**config.mk**
```make
export PLATFORM = sky130hd
export DESIGN_NAME = dst_drain
export DESIGN_NICKNAME = d
export VERILOG_FILES = /design/src/rtl/dst_drain_pkg.sv /design/src/rtl/dst_drain_fifo.sv /design/src/rtl/dst_drain.sv
export SDC_FILE = /design/constraint.sdc
export NUM_CORES = 1
export LEC_CHECK = 0
export BUFFER_PORTS_ARGS = -buffer_cell sky130_fd_sc_hd__buf_2
export CAP_MARGIN = 15
export CELL_PAD_IN_SITES_DETAIL_PLACEMENT = 1
export CELL_PAD_IN_SITES_GLOBAL_PLACEMENT = 2
export CORE_MARGIN = 4
export CORE_UTILIZATION = 37
export DETAILED_ROUTE_END_ITERATION = 10
export PLACE_DENSITY = 0.85
export SYNTH_ARGS = -nofsm -noshare
export SYNTH_HDL_FRONTEND = slang
export SYNTH_SLANG_ARGS = --single-unit
```
**constraint.sdc**
```tcl
create_clock -name clk -period 2.68 [get_ports clk]
set_input_delay 0.536 -clock clk [delete_from_list [all_inputs] [get_ports clk]]
set_output_delay 0.536 -clock clk [all_outputs]
set_load 0.005 [all_outputs]
```
**src/rtl/dst_drain_pkg.sv**
```systemverilog
// Shared types and helpers for the dst_buf drain engine.
package dst_drain_pkg;

  localparam int unsigned DefAw = 13;

  typedef enum logic [1:0] {StIdle, StIssue, StFlush, StDone} state_e;

  // float32 -> bfloat16, round-to-nearest-even; every NaN collapses to the canonical quiet NaN.
  function automatic logic [15:0] f32_to_bf16(input logic [31:0] f);
    logic round_up;
    if (&f[30:23] && |f[22:0]) return 16'h7fc0;
    round_up = f[15] && (f[16] || |f[14:0]);
    return f[31:16] + {15'd0, round_up};
  endfunction

endpackage

```
**src/rtl/dst_drain_fifo.sv**
```systemverilog
// Synchronous output FIFO for dst_drain; resets to empty with zeroed storage.
module dst_drain_fifo #(
  parameter int unsigned Width = 65,
  parameter int unsigned Depth = 4
) (
  input  logic                     clk,
  input  logic                     rst_n,
  input  logic                     push,
  input  logic [Width-1:0]         wdata,
  input  logic                     pop,
  output logic [Width-1:0]         rdata,
  output logic [$clog2(Depth):0]   count,
  output logic                     full,
  output logic                     empty
);

  localparam int unsigned PW = $clog2(Depth);
  localparam int unsigned CW = PW + 1;

  logic [Width-1:0] mem_q [Depth];
  logic [PW-1:0]    wptr_q, rptr_q;
  logic [CW-1:0]    count_q;
  logic             do_push, do_pop;

  assign full    = (count_q == CW'(Depth));
  assign empty   = (count_q == '0);
  assign count   = count_q;
  assign rdata   = mem_q[rptr_q];
  // A push into a full FIFO is accepted only when the same cycle frees a slot.
  assign do_push = push && (!full || pop);
  assign do_pop  = pop && !empty;

  always_ff @(posedge clk or negedge rst_n) begin
    if (!rst_n) begin
      for (int i = 0; i < int'(Depth); i++) mem_q[i] <= '0;
      wptr_q  <= '0;
      rptr_q  <= '0;
      count_q <= '0;
    end else begin
      if (do_push) begin
        mem_q[wptr_q] <= wdata;
        wptr_q        <= wptr_q + PW'(1);
      end
      if (do_pop) rptr_q <= rptr_q + PW'(1);
      count_q <= count_q + CW'(do_push) - CW'(do_pop);
    end
  end

endmodule

```
**src/rtl/dst_drain.sv**
```systemverilog
// Drains a dst_buf address range onto a valid/ready stream.
// Define DST_DRAIN_BF16_EN to narrow each float32 lane to bfloat16 at FIFO write.
module dst_drain
  import dst_drain_pkg::*;
#(
  parameter int unsigned AW    = DefAw,
  parameter int unsigned DW    = 32,
  parameter int unsigned DEPTH = 4
) (
  input  logic          clk,
  input  logic          rst_n,
  input  logic          start,
  input  logic [AW-1:0] base,
  input  logic [AW-1:0] len,
  output logic          busy,
  output logic          done,
  output logic          dst_v,
  output logic [AW-1:0] dst_a,
  input  logic [DW-1:0] dst_d0,
  input  logic [DW-1:0] dst_d1,
  output logic          m_valid,
  input  logic          m_ready,
`ifdef DST_DRAIN_BF16_EN
  output logic [31:0]   m_data,
`else
  output logic [2*DW-1:0] m_data,
`endif
  output logic          m_last
);

`ifdef DST_DRAIN_BF16_EN
  localparam int unsigned MW = 32;
`else
  localparam int unsigned MW = 2 * DW;
`endif
  localparam int unsigned CW = $clog2(DEPTH) + 1;

  state_e        state_q, state_d;
  logic [AW-1:0] base_q, len_q, issued_q;
  logic          inflight_q, inflight_last_q;
  logic          last_issue, can_issue, drained, pop;

  logic [MW:0]   fifo_wdata, fifo_rdata;
  logic [MW-1:0] land_data;
  logic [CW-1:0] fifo_count;
  logic          fifo_full, fifo_empty;

`ifdef DST_DRAIN_BF16_EN
  assign land_data = {f32_to_bf16(dst_d1), f32_to_bf16(dst_d0)};
`else
  assign land_data = {dst_d1, dst_d0};
`endif

  assign fifo_wdata = {inflight_last_q, land_data};
  assign pop        = !fifo_empty && m_ready;
  assign last_issue = (issued_q == len_q - AW'(1));
  // Reserve a FIFO slot for every read still in flight; no m_ready in this path.
  assign can_issue  = !fifo_full && ((32'(fifo_count) + 32'(inflight_q)) < DEPTH);
  // FIFO will be empty after this edge, so done lands right after the last beat.
  assign drained    = !inflight_q && (fifo_empty || (fifo_count == CW'(1) && pop));

  always_ff @(posedge clk or negedge rst_n) begin
    if (!rst_n) state_q <= StIdle;
    else        state_q <= state_d;
  end

  always_comb begin
    state_d = state_q;
    unique case (state_q)
      StIdle:  if (start) state_d = (len == '0) ? StDone : StIssue;
      StIssue: if (dst_v && last_issue) state_d = StFlush;
      StFlush: if (drained) state_d = StDone;
      StDone:  state_d = StIdle;
      default: state_d = StIdle;
    endcase
  end

  always_comb begin
    busy  = (state_q == StIssue) || (state_q == StFlush);
    done  = (state_q == StDone);
    dst_v = (state_q == StIssue) && can_issue;
    dst_a = base_q + issued_q;
  end

  always_ff @(posedge clk or negedge rst_n) begin
    if (!rst_n) begin
      base_q          <= '0;
      len_q           <= '0;
      issued_q        <= '0;
      inflight_q      <= 1'b0;
      inflight_last_q <= 1'b0;
    end else begin
      if (state_q == StIdle && start) begin
        base_q   <= base;
        len_q    <= len;
        issued_q <= '0;
      end else if (dst_v) begin
        issued_q <= issued_q + AW'(1);
      end
      inflight_q      <= dst_v;
      inflight_last_q <= dst_v && last_issue;
    end
  end

  dst_drain_fifo #(
    .Width (MW + 1),
    .Depth (DEPTH)
  ) u_fifo (
    .clk   (clk),
    .rst_n (rst_n),
    .push  (inflight_q),
    .wdata (fifo_wdata),
    .pop   (pop),
    .rdata (fifo_rdata),
    .count (fifo_count),
    .full  (fifo_full),
    .empty (fifo_empty)
  );

  assign m_valid = !fifo_empty;
  assign m_data  = fifo_rdata[MW-1:0];
  assign m_last  = fifo_rdata[MW];

endmodule

```
==> results <==
- The run finished, with violations left.
- The checks that failed: setup timing.
- Summed over all cells, the static leakage comes to between 8 and 9 nW.
- The power density over cell area is ~1300 nW/um^2.
- The reg-to-reg critical path startpoint is len_q[0].
- The wire length of the first global-routing pass is between 50000 and 60000 microns.
- The number of DRC markers in iteration 0 is 289.
- The predominant post-synthesis flop cell is sky130_fd_sc_hd__dfrtp_1.
- The total via count in the routed design is slightly above 9000.
- The number of detailed-route iterations in the first pass is 4.
- Summing the areas of all and, or, nand and nor instances in the mapped netlist gives slightly below 6% of the synthesized area.
- The XOR/XNOR share of the synthesized area is approximately 2.3%.
- The initial antenna violation count came to 4.
- Counting the fill cells in the layout gives around 4000.
- For this run, the total global-route usage over all layers was measured as 17.21%.
- The floorplan die height is slightly above 200 microns.
- For this block, the routed nets add up to 35580 microns of wire.
- The most repeated cell in the gate-level netlist after synthesis is sky130_fd_sc_hd__dfrtp_1.
- The area of the mapped netlist is 14350 sq um.
- The area of the core is around 38000 sq um.
- The path category of the worst min-delay check is input port to flop.
- Timing would allow up to 0.2948 GHz.
- Setup slack on the worst reg-to-reg path comes out at between 0.15 and 0.2 ns.
- The maximum count of clock buffers along a single path is 3.
- The switching part of the total power is 31.87%.
- The transition time at the pin with the least slew margin is 0.8282 ns.
- The post-detailed-route via-to-cell ratio is about 5.1.
- The setup violation total in the final timing report is 9.
- For this configuration, the core starts out at a cell density of 37.84%.
- The area enclosed by the die boundary is 42010 sq um.
- Each instance of the synthesized netlist takes up on average around 14 sq um.
- The synthesized netlist devotes around 2.5% of its cell area to compound gates.
- The clock tree synthesis step divided the H-tree into 2 levels.
- Measured along the x axis, the die boundary spans between 200 and 250 microns.
- The logic depth of the worst register-to-register path is 8.
- Summing the areas of all fa, ha and maj instances in the mapped netlist gives about 2.5% of the synthesized area.
- The highest net fanout along the worst path is 2.
- After detailed placement, the total cell area comes to 16190 sq um.
- Input and output buffers added on the ports amount to about 180.
- After global routing the overflow that remains totals 0.
- The total count of max-transition violations in the final report is 0.
- Prior to clock tree synthesis, the placed netlist has a worst setup slack of -0.2526 ns.
- The remaining design rule violation count is 0.
- Setup repair after global routing could not meet its margin everywhere.
- The fraction of final layout cells with drive strength greater than 1 is between 50% and 60%.
- The number of nets with antenna violations after detailed routing is 0.
- Sequential elements use 54.05% of the synthesized area.
- For this run, asynchronously set or reset flops after synthesis account for 100.0%.
- Yosys attributes the largest share of cell area to sky130_fd_sc_hd__dfrtp_1 54%, sky130_fd_sc_hd__mux2_2 20%, sky130_fd_sc_hd__mux4_2 10%.
- The mean routed wirelength per cell is a little over 20 microns.
- The startpoint of the worst setup timing path is issued_q[1].
- The register bit total from synthesis is 310.
- The net count after synthesis is 1123.
- The worst setup path is launched from a flop.
- In this run, synthesis inferred 0 flip-flops with an integrated enable.
- The fraction of the cycle the final worst path needs is 126.6%.
- STA puts the critical path data arrival time at 2.86 ns.
- Clock latency on the worst-skew pair, taken at its later pin, is between 0.5 and 0.6 ns.
- The maximum number of pins on one net before global-route repair is 80.
- The post-synthesis to final-layout area growth is 23.37%.
- The relative contribution of the clock network to total power is between 20% and 30%.
- The finished cells cover 17710 sq um.
- The classification of the worst setup path is flop to output pin.
- The CTS buffer count is 38.
- Summed over all instances, the cell type with the most area after synthesis is sky130_fd_sc_hd__dfrtp_1.
- Sorting the synthesized cells by how often they occur yields 310 x sky130_fd_sc_hd__dfrtp_1, 260 x sky130_fd_sc_hd__mux2_2, 90 x sky130_fd_sc_hd__nand2_1.
- The fraction of synthesized cell area taken by the top area cell type is approximately 54%.
- Max-cap violations in this run came to 0.
- Clock skew on the completed layout was measured at between 0.015 and 0.02 ns.
- Data on the critical path is required at its endpoint by approximately 2.1 ns.
- The clock tree from TritonCTS is built.
- The number of distinct library cells after synthesis is 56.
- The internal power is 15.30 mW.
- Clock-pin slew was measured on the worst setup and hold paths at 0.05 ns.
- For this design the total switching power over the nets is between 7 and 8 mW.
- Of the post-synthesis cell area, the part taken by muxes is a little under a third.
- The worst-case IR drop observed on VDD is roughly 550 uV.
- The sort of element at the end of the critical path is an output pin.
- The clock root buffer is sky130_fd_sc_hd__clkbuf_16.
- The combinational share of power is around two fifths.
- The minimum setup slack in the final design is -0.7119 ns.
- By area, the combinational part of the netlist is dominated by multiplexers.
- Row generation in the floorplan step produced between 70 and 80 rows.
- The I/O pin total is 176.
- The count of endpoints failing hold in the final timing report is 0.
- The number of standard cells after synthesis is between 1000 and 1500.
- The Yosys step of the flow raised 0 warnings.
- Sequential cells account for a little over a third of the total power.
- The end of the worst register-to-register path is state_q[1].
- The most critical setup path has its endpoint at dst_a[11].
- Measured against its own limit, the worst slew margin works out to approximately 45%.
- Summed over all nets, the half-perimeter wirelength after detailed placement is ~23000 microns.
- The final weighted congestion in routability-driven placement is approximately 0.79.
- For the finished layout, the period the worst path requires is approximately 3.4 ns.
- The number of sinks driven by the clock tree is 310.
- The number of global-route vias before repair is 10080.
- After the last flow step, the layout net total stands at ~1300.
==> flip-flops by register name, indices dropped and copies added, names as in the netlist, 2 cells and up <==
register,count
u_fifo.count,3
state_q,2
base_q,13
u_fifo.rptr_q,2
u_fifo.mem_q,260
issued_q,13
len_q,13
u_fifo.wptr_q,2
==> worst min-delay path by stage <==
stage             start           endpoint  depth (start not counted)
2_1_floorplan     rst_n          base_q[0]                          0
3_3_place_gp      rst_n  u_fifo.mem_q[188]                          1
3_5_place_dp      rst_n  u_fifo.mem_q[188]                          1
4_1_cts         base[6]          base_q[6]                          3
5_1_grt         base[6]          base_q[6]                          3
6_report       base[12]         base_q[12]                          3
==> power groups by stage <==
stage | Clock, mW | Sequential (mW) | Combinational [mW]
final | 5.15 | 8.17 | 9.14
after floorplan | 0 | 7.73 | 6.02
after global routing | 5.54 | 8.43 | 10.0
after detailed placement | 0 | 8.26 | 8.93
after CTS | 5.32 | 8.16 | 9.26
after global placement | 0 | 8.05 | 8.64
==> worst max-delay path: stages, from the launching register on <==
cell and delay [ns]:
sky130_fd_sc_hd__dfrtp_1 0.38, sky130_fd_sc_hd__ha_1 0.31, sky130_fd_sc_hd__a21o_1 0.18, sky130_fd_sc_hd__a21oi_2 0.17
sky130_fd_sc_hd__nor2b_2 0.07, sky130_fd_sc_hd__or4_4 0.43, sky130_fd_sc_hd__a41o_1 0.27, sky130_fd_sc_hd__o211ai_1 0.23
sky130_fd_sc_hd__xnor2_1 0.14, sky130_fd_sc_hd__buf_2 0.13
==> area by class of cell <==
class	instances	area (sq um)	area share [%]
antenna	1	2.502	0.01413
timing repair buffer	229	1563	8.826
clock buffer	53	1119	6.317
tap	511	639.4	3.611
clock inverter	15	148.9	0.8409
multi-input combinational	618	6387	36.07
inverter	21	81.33	0.4593
sequential	310	7766	43.86
==> per-stage QoR <==
step / hold WS [ns] / TNS, ns / power (mW) / instances / utilization [%]
5_1_grt: 0.1806 / -4.929 / 23.97 / 1757 / 46.67
4_1_cts: 0.1627 / -4.270 / 22.74 / 1749 / 46.44
6_report: 0.1871 / -3.829 / 22.45 / 1758 / 46.68
2_1_floorplan: 0.2404 / 0 / 13.75 / 1001 / -
3_3_place_gp: 0.4663 / -0.4080 / 16.69 / 1672 / 42.69
3_5_place_dp: 0.4736 / -0.8834 / 17.19 / 1672 / 42.69
==> layer usage <==
layer	global-route usage, %	wire [microns]	up-vias
met5	0	47	-
met4	5.072	814	8
met3	3.546	1653	69
met2	28.81	17370	171
met1	22.79	15690	4717
li1	-	-	4081
==> kinds of logic (layout without fill, tap and decap cells) <==
group | count (synthesis) | after routing
other | 0 | 1
DFF | 310 | 310
buffers and inverters | 73 | 318
muxes | 326 | 326
AOI/OAI and AO/OA | 47 | 47
adders and majority gates | 28 | 28
and+or+nand+nor | 180 | 180
xor gates and xnor gates | 37 | 37
==> repair_timing <==
item | 4_1_cts | 5_1_grt
setup buffers | 8 | 9
pin swaps | 15 | 16
gates cloned | 1 | 0
gates resized for setup | 19 | 11
hold endpoints to repair | 36 | 0
endpoints found under the setup margin | 68 | 11
hold buffers | 1 | 0
==> layout by cell type, fill, tap and decap left out, drive strengths merged, types with 2 or more instances in the layout <==
cell,count
xnor2,26
or3,6
a31oi,2
nand2,90
nor4,4
nor2b,7
a311oi,2
nor2,29
o21a,5
a21oi,10
nand3,6
nor3,11
xor2,11
clkbuf,53
mux2,260
fa,2
clkinvlp,2
or2,2
and3b,2
or4,3
nand2b,3
and2,2
inv,23
bufinv,2
mux4,65
o21ai,10
ha,26
o211ai,5
buf,228
clkinv,9
nand4,5
dfrtp,310
and3,7
No activity file was read; power rests on OpenSTA's default activity.
